**src/rtl/codec_clk_gen.sv**
```systemverilog
// codec_clk_gen: MCLK/BCLK/LRCK generator with bit/frame strobes for the
// WM8731 serial port. All outputs are registered.
// Optional feature macro: CODEC_CLK_I2S_DLY_EN (I2S one-bit LRCK lead);
// undefined builds left-justified framing.
module codec_clk_gen #(
  parameter int unsigned MCLK_DIV  = 4,
  parameter int unsigned BCLK_DIV  = 16,
  parameter int unsigned WORD_BITS = 16,
  parameter int unsigned CHANNELS  = 2,
  localparam int unsigned SLOT_W   = (CHANNELS > 2) ? $clog2(CHANNELS) : 1,
  localparam int unsigned BIT_W    = $clog2(WORD_BITS)
) (
  input  logic              Clk,
  input  logic              Rst,
  input  logic              Enable,
  output logic              Mclk,
  output logic              Bclk,
  output logic              Lrck,
  output logic              BclkRiseStb,
  output logic              BclkFallStb,
  output logic              FrameStb,
  output logic [SLOT_W-1:0] Slot,
  output logic [BIT_W-1:0]  BitIdx,
  output logic              Running
);

  localparam int unsigned MC_W = (MCLK_DIV > 2) ? $clog2(MCLK_DIV / 2) : 1;
  localparam int unsigned BC_W = $clog2(BCLK_DIV);

  localparam logic [MC_W-1:0]   MC_LAST   = MC_W'(MCLK_DIV / 2 - 1);
  localparam logic [BC_W-1:0]   BC_LAST   = BC_W'(BCLK_DIV - 1);
  localparam logic [BC_W-1:0]   BC_HALF   = BC_W'(BCLK_DIV / 2);
  localparam logic [BIT_W-1:0]  BIT_LAST  = BIT_W'(WORD_BITS - 1);
  localparam logic [SLOT_W-1:0] SLOT_LAST = SLOT_W'(CHANNELS - 1);
  localparam logic [SLOT_W-1:0] SLOT_HALF = SLOT_W'(CHANNELS / 2);

  typedef enum logic [1:0] {
    ST_IDLE = 2'd0,
    ST_RUN  = 2'd1,
    ST_STOP = 2'd2
  } state_e;

  state_e            state_q, state_d;
  logic [MC_W-1:0]   mc_cnt_q, mc_cnt_d;
  logic              mclk_q, mclk_d;
  logic [BC_W-1:0]   bc_q, bc_d;
  logic              bclk_q, bclk_d;
  logic              lrck_q, lrck_d;
  logic              rise_q, rise_d;
  logic              fall_q, fall_d;
  logic              frame_q, frame_d;
  logic [SLOT_W-1:0] slot_q, slot_d;
  logic [BIT_W-1:0]  bit_q, bit_d;
  logic              running_q, running_d;
  logic [SLOT_W-1:0] slot_nxt;

  // Free-running master clock divider
  always_comb begin
    mc_cnt_d = mc_cnt_q + MC_W'(1);
    mclk_d   = mclk_q;
    if (mc_cnt_q == MC_LAST) begin
      mc_cnt_d = '0;
      mclk_d   = ~mclk_q;
    end
  end

  // Serial clock FSM: bit counter, bit/slot indices, LRCK and strobes
  always_comb begin
    state_d   = state_q;
    bc_d      = bc_q;
    bclk_d    = bclk_q;
    lrck_d    = lrck_q;
    rise_d    = 1'b0;
    fall_d    = 1'b0;
    frame_d   = 1'b0;
    slot_d    = slot_q;
    bit_d     = bit_q;
    running_d = running_q;
    slot_nxt  = (slot_q == SLOT_LAST) ? '0 : slot_q + SLOT_W'(1);

    case (state_q)
      ST_IDLE: begin
        bc_d = '0;
        if (Enable) begin
          state_d   = ST_RUN;
          frame_d   = 1'b1;
          running_d = 1'b1;
          lrck_d    = 1'b0;
        end
      end
      ST_RUN, ST_STOP: begin
        // Enable only steers the frame boundary decision; counting never pauses
        if (state_q == ST_RUN && !Enable) state_d = ST_STOP;
        if (state_q == ST_STOP && Enable) state_d = ST_RUN;

        if (bc_q == BC_LAST) begin
          bc_d   = '0;
          bclk_d = 1'b0;
          fall_d = 1'b1;
          if (bit_q == '0) begin
            bit_d  = BIT_LAST;
            slot_d = slot_nxt;
          end else begin
            bit_d = bit_q - BIT_W'(1);
          end
`ifdef CODEC_CLK_I2S_DLY_EN
          // Lead the slot boundary by one bit
          if (bit_q == BIT_W'(1)) lrck_d = (slot_nxt >= SLOT_HALF);
`else
          lrck_d = (slot_d >= SLOT_HALF);
`endif
          if (bit_q == '0 && slot_q == SLOT_LAST) begin
            if (state_q == ST_STOP && !Enable) begin
              state_d   = ST_IDLE;
              bclk_d    = 1'b0;
              lrck_d    = 1'b0;
              slot_d    = '0;
              bit_d     = BIT_LAST;
              running_d = 1'b0;
            end else begin
              frame_d = 1'b1;
            end
          end
        end else begin
          bc_d = bc_q + BC_W'(1);
          if (bc_d == BC_HALF) begin
            bclk_d = 1'b1;
            rise_d = 1'b1;
          end
        end
      end
      default: state_d = ST_IDLE;
    endcase
  end

  // State and output registers with synchronous reset
  always_ff @(posedge Clk) begin
    if (Rst) begin
      state_q   <= ST_IDLE;
      mc_cnt_q  <= '0;
      mclk_q    <= 1'b0;
      bc_q      <= '0;
      bclk_q    <= 1'b0;
      lrck_q    <= 1'b0;
      rise_q    <= 1'b0;
      fall_q    <= 1'b0;
      frame_q   <= 1'b0;
      slot_q    <= '0;
      bit_q     <= BIT_LAST;
      running_q <= 1'b0;
    end else begin
      state_q   <= state_d;
      mc_cnt_q  <= mc_cnt_d;
      mclk_q    <= mclk_d;
      bc_q      <= bc_d;
      bclk_q    <= bclk_d;
      lrck_q    <= lrck_d;
      rise_q    <= rise_d;
      fall_q    <= fall_d;
      frame_q   <= frame_d;
      slot_q    <= slot_d;
      bit_q     <= bit_d;
      running_q <= running_d;
    end
  end

  assign Mclk        = mclk_q;
  assign Bclk        = bclk_q;
  assign Lrck        = lrck_q;
  assign BclkRiseStb = rise_q;
  assign BclkFallStb = fall_q;
  assign FrameStb    = frame_q;
  assign Slot        = slot_q;
  assign BitIdx      = bit_q;
  assign Running     = running_q;

endmodule

```
**config.mk**
```make
export PLATFORM = sky130hd
export DESIGN_NAME = codec_clk_gen
export DESIGN_NICKNAME = d
export VERILOG_FILES = /design/src/rtl/codec_clk_gen.sv
export SDC_FILE = /design/constraint.sdc
export NUM_CORES = 1
export LEC_CHECK = 0
export ABC_AREA = 1
export CAP_MARGIN = 20
export CORE_ASPECT_RATIO = 0.8
export CORE_MARGIN = 5
export CORE_UTILIZATION = 45
export DETAILED_ROUTE_END_ITERATION = 10
export PLACE_DENSITY_LB_ADDON = 0.08
export SLEW_MARGIN = 10
export SYNTH_ARGS = -nofsm -noshare
export SYNTH_HDL_FRONTEND = slang
export SYNTH_SLANG_ARGS = --single-unit
```
**constraint.sdc**
```tcl
create_clock -name Clk -period 2.5 [get_ports Clk]
set_input_delay 0.375 -clock Clk [delete_from_list [all_inputs] [get_ports Clk]]
set_output_delay 0.375 -clock Clk [all_outputs]
set_load 0.005 [all_outputs]
```
== After elaboration in Yosys (flattened, before gate mapping) ==
Cells that the tools add are included.
W data, S select, Z words.

* Word-level logic and storage cells: 81
* Output and inout port bits: 12
* Register bits after elaboration: 19

* Bitwise operators: 2
* Eq/ne operators: 8
* $add $sub $neg: 4
* Multiplexer cells: 37
* Order comparisons: 1
* Reductions and logical operators: 17

{| class="wikitable"
|+ Operators by type and width
! cell !! number
|-
| $mux W1 || 22
|-
| $mux W4 || 4
|-
| $mux W2 || 6
|-
| $eq A4 B4 Y1 const B || 2
|-
| $ne A2 B2 Y1 const B || 4
|-
| $pmux W4 S2 || 1
|-
| $pmux W1 S2 || 3
|-
| $reduce_or A2 Y1 || 3
|-
| $reduce_and A5 Y1 || 1
|-
| $add A4 B1 Y4 const B || 1
|-
| $logic_and A1 B1 Y1 || 4
|-
| $logic_not A4 Y1 || 1
|-
| $pmux W2 S2 || 1
|-
| $reduce_and A2 Y1 || 2
|-
| $reduce_bool A2 Y1 || 2
|-
| $sub A4 B1 Y4 const B || 1
|-
| $reduce_and A3 Y1 || 1
|-
| $reduce_or A3 Y1 || 1
|-
| $add A1 B1 Y1 const B || 2
|-
| $eq A2 B1 Y1 const B || 1
|-
| $eq A2 B2 Y1 const B || 1
|-
| $logic_not A2 Y1 || 1
|-
| $not A1 Y1 || 2
|-
| $ge A1 B1 Y1 const B || 1
|-
| $logic_not A1 Y1 || 1
|}

== Longest topological paths before layout ==
* Depth in word-level cells: 10
* Depth in mapped cells: 14
* Gate-level depth less buffers: 14

== Least setup slack after synthesis ==
OpenSTA, ideal clock, no wires.

* Path type: reg2reg
* Start: reg bit_q[0] (netlist: BitIdx[0])
* End: reg running_q (netlist: Running)
* Period minus slack after synthesis: 1561 ps
* Setup time: 137 ps
* Required time: 2363 ps
* Arrival time: 1425 ps
* Buffers on the path: 0
* Stages on the path, launching flop included: 11
* Slack: 939 ps
* Path through: dfxtp_1 > inv_1 > ha_1 > inv_1 > nor3_1 > ha_1 > nand2_1 > nor2_1 > inv_1 > o21ai_0 > a21oi_1

* Word-level cells in the longest chain between the ends: 4

{| class="wikitable"
|+ RTL lines
! item !! RTL line !! RTL
|-
| from (decl) || 53 || <nowiki>logic [BIT_W-1:0] bit_q, bit_d;</nowiki>
|-
| from (signal assigned) || 162 || <nowiki>bit_q <= bit_d;</nowiki>
|-
| $logic_not A4 Y1 || 112 || <nowiki>if (bit_q == '0 && slot_q == SLOT_LAST) begin</nowiki>
|-
| $logic_and A1 B1 Y1 || 112 ||
|-
| $ne A2 B2 Y1 (no source line) || - ||
|-
| $reduce_and A5 Y1 (no source line) || - ||
|-
| to (signal assigned) || 163 || <nowiki>running_q <= running_d;</nowiki>
|-
| to (decl) || 54 || <nowiki>logic running_q, running_d;</nowiki>
|}

Every way passes these cells.
A chain may end at the register's enable or synchronous reset.

== Final worst setup path ==
* Start: reg bit_q[0] (netlist: BitIdx[0])
* End: reg state_q[1]

* Word-level cells in the longest chain between the ends: 5

{| class="wikitable"
|+ RTL lines
! item !! RTL line !! RTL
|-
| $logic_not A4 Y1 || 112 ||
|-
| $logic_and A1 B1 Y1 || 112 ||
|-
| $mux W2 || 112 ||
|-
| $mux W2 || 96 || <nowiki>if (bc_q == BC_LAST) begin</nowiki>
|-
| $pmux W2 S2 || 81 || <nowiki>case (state_q)</nowiki>
|-
| to (signal assigned) || 152 || <nowiki>state_q <= state_d;</nowiki>
|-
| to (decl) || 43 || <nowiki>state_e state_q, state_d;</nowiki>
|}

Every way passes these cells.

==> out/results.txt <==
The core outline area is 1910 um^2, and the number of enable-type register cells in the synthesized netlist is 0. The tools report the final design instance area without fill as 1110 um^2. For this run, the top clock speed supported by timing is 552 MHz.

The number of endpoints failing setup at the final stage was 0; the largest stage delay on the critical path was 340 ps. The count of H-tree levels built during CTS is 1, and the clock slew seen by the registers of the worst setup and hold paths is 110 ps. The floorplan has 14 rows.

After synthesis, the cell types taking the most area are sky130_fd_sc_hd__dfxtp_1 42%, sky130_fd_sc_hd__ha_1 9.6%, sky130_fd_sc_hd__nand2_1 9.0%. Across all register-to-register paths, the minimum setup slack is 690 ps. Clock latency on the worst-skew pair, taken at its later pin, is 290 ps. The worst-case headroom to the max-slew limit was 0.697.

The number of global-route vias before repair came out at 709. The logs give 458 ps for the tightest hold margin and 1080 um^2 for the cell area after placement. For this run, the post-layout net count is 145. The dominant combinational cell family by area after synthesis was simple AND/OR/NAND/NOR gates.

After detailed routing, the average wire length per cell comes to 11.5 um. The repair_antennas step left the layout with diodes totalling 0. Of all nets on the critical path, the largest fanout is 3.

Across the routed clock network, the largest skew measured is 13.7 ps. STA classifies the critical path startpoint as a register. Largest buffer count on any clock path: 2. Adder-cell share of the synthesized area: 0.0956.

Setup repair after global routing left no endpoint under its margin. For the sequential fraction of the synthesis area, the log shows 0.415. Detailed placement finished with a half-perimeter wire length of 1480 um. The run finished with clean final reports. Port buffer count: 14. The proportion of layout cells with a drive suffix above 1 came out at 0.0746. For the initial antenna violation count, the log shows 0. The number of register bits inferred by synthesis is 19, and the final sum of negative setup slack is 0 ps. The logs give 0.812 for the global placer's final weighted congestion and 26 for the count of routing violations after the opening detailed-route iteration. For this run, the number of standard cells in the final layout without fillers is 158.

For the pin with the worst max-slew slack, the measured transition is 453 ps. The final count of pins violating max slew is 0, and the ratio of total power to cell area is 497 nW/um^2. For this run, design rule violations remaining after detail routing come to 0. For this design the top-level I/O count stands at 15. Total routing usage reported by global routing: 0.132. The number of hold-slack violations in the final timing report is 0. For this run, the detailed router's first-pass iteration total came to 4. The critical-path cell with the highest stage delay is sky130_fd_sc_hd__dfxtp_1. Final clock period utilization by the worst path: 0.725. Wires add up to 1820 um. The cell family contributing the most delay on the critical path is simple AND/OR/NAND/NOR gates. The area fraction of the dominant cell type after synthesis came out at 0.415.

Multiplexer share of the synthesized area: 0. The run gives 808 as the detailed-route via count. Entering global routing, the biggest net connects 12 pins. The floorplan step set the die width to 60.4 um.

The tools report the number of instances in the placed design as 154. The start-to-end type of the worst setup path was reg2reg. The floorplan step defined a die boundary enclosing 3040 um^2.

For the starting density of the core, the log shows 0.480. In this run, CTS created clock tree buffers numbering 3. The area growth from synthesis to layout is 21.0%. Share of the synthesized area in compound gates (AO/OA/AOI/OAI): 0.145.

TritonCTS built the clock tree. STA classifies the critical path endpoint as a register. The xor-xnor portion of the synthesized cell area is 0.0287. Summed over all cells, the static leakage comes to 0.476 nW.

Counting every net in the synthesized netlist gives 127. The first global-routing pass estimated 3080 um of wire. The post-synthesis simple-gate area fraction is 0.242, and the number of gates given a new drive strength after cts is 0. Most common cell after layout, fill and taps aside: sky130_fd_sc_hd__nand2_1. Number of warnings printed during yosys synthesis: 0. Among all flip-flop cells after synthesis, the most frequent one is sky130_fd_sc_hd__dfxtp_1.

Sum of buffers and inverters on the critical path: 2. Max-cap violations in this run came to 0. The library cells used most frequently in the layout, excluding fill and tap cells, are 22 x sky130_fd_sc_hd__nand2_1, 19 x sky130_fd_sc_hd__dfxtp_1, 15 x sky130_fd_sc_hd__inv_1, 14 x sky130_fd_sc_hd__clkdlybuf4s50_1, 11 x sky130_fd_sc_hd__a21oi_1. The signal on the critical path passes through inv_1 > ha_1 > inv_1 > nor3_1 > ha_1 > nand2_1 > nor2_1 > a21oi_1 > o21ai_0 > a21oi_1. Counting I/O delays and the setup requirement, the final critical path takes 1810 ps. In the synthesized netlist, the number of instances is 117. STA puts the critical path data required time at 2670 ps. The cell accounting for the most synthesized area was sky130_fd_sc_hd__dfxtp_1.

Number of clock sinks: 19. The distinct cell type count after synthesis was 24. The worst-case IR drop observed on VDD is 0.388 mV. The tools report the overall overflow remaining after global route as 0. The async set-reset flop share out of synthesis came out at 0. Post-synthesis area per instance: 7.83 um^2.

The completed layout was analyzed and its total power is 0.551 mW. Summing every instance area after synthesis gives 916 um^2. The number of nets with antenna violations after detailed routing was 0. Detailed-route vias per instance: 5.11. Root buffer cell: sky130_fd_sc_hd__clkbuf_4. The floorplan step set the die height to 50.4 um. After clock tree synthesis, the setup repair step added 0 buffers. The classification of the worst-slack hold path is reg2reg. STA puts the critical path data arrival time at 1990 ps.

The run gives 0 as the hold buffer count at cts.
## metrics by stage
| step | utilization | setup slack (ps) |
|---|---|---|
| 2_1_floorplan | - | 939 |
| 3_3_place_gp | 0.567 | 669 |
| 3_5_place_dp | 0.567 | 688 |
| 4_1_cts | 0.581 | 662 |
| 5_1_grt | 0.581 | 492 |
| 6_report | 0.581 | 687 |
## per-layer routing
metal / vias to the layer above / GRT usage / wire (um)
met5: - / 0 / 0
met1: 369 / 0.170 / 875
met3: 2 / 0.0590 / 143
li1: 415 / - / -
met4: 0 / 0.0325 / 10
met2: 22 / 0.200 / 789
## layout make-up
type	instances	area, um^2
tap	24	30.0
fill	189	801
timing repair buffer	14	140
inverter	17	63.8
sequential	19	380
clock buffer	4	26.3
multi-input combinational	80	468
## cell families (layout without fill, tap and decap cells)
group                    count (synthesis)  count (layout)
AND/OR/NAND/NOR                         47              47
XOR/XNOR                                 3               3
flip-flops                              19              19
adder cells (fa/ha/maj)                  7               7
buffers and inverters                   18              35
AO/OA/AOI/OAI                           23              23
## path summary, 6_finish.rpt
kind                   from    endpoint  cells after the start
hold / removal     mc_cnt_q    mc_cnt_q                      1
hold reg to reg    mc_cnt_q    mc_cnt_q                      1
setup / recovery  BitIdx[0]  state_q[1]                     10
setup reg to reg  BitIdx[0]  state_q[1]                     10
## Yosys cell counts (2+ instances only)
cell / count
sky130_fd_sc_hd__nand2_1: 22
sky130_fd_sc_hd__nor2_4: 2
sky130_fd_sc_hd__inv_2: 2
sky130_fd_sc_hd__xor2_1: 2
sky130_fd_sc_hd__a21oi_1: 11
sky130_fd_sc_hd__dfxtp_1: 19
sky130_fd_sc_hd__nor3_1: 2
sky130_fd_sc_hd__nor2_1: 10
sky130_fd_sc_hd__ha_1: 7
sky130_fd_sc_hd__nand3_1: 7
sky130_fd_sc_hd__o21ai_0: 6
sky130_fd_sc_hd__inv_1: 15
## power by group
group          internal [mW]  switching (mW)  total, mW
Sequential             0.314         0.00769      0.322
Combinational         0.0354          0.0457     0.0811
Clock                 0.0620          0.0865      0.149
Total                  0.412           0.140      0.551
Note: power is estimated with default switching activity, not from simulation.
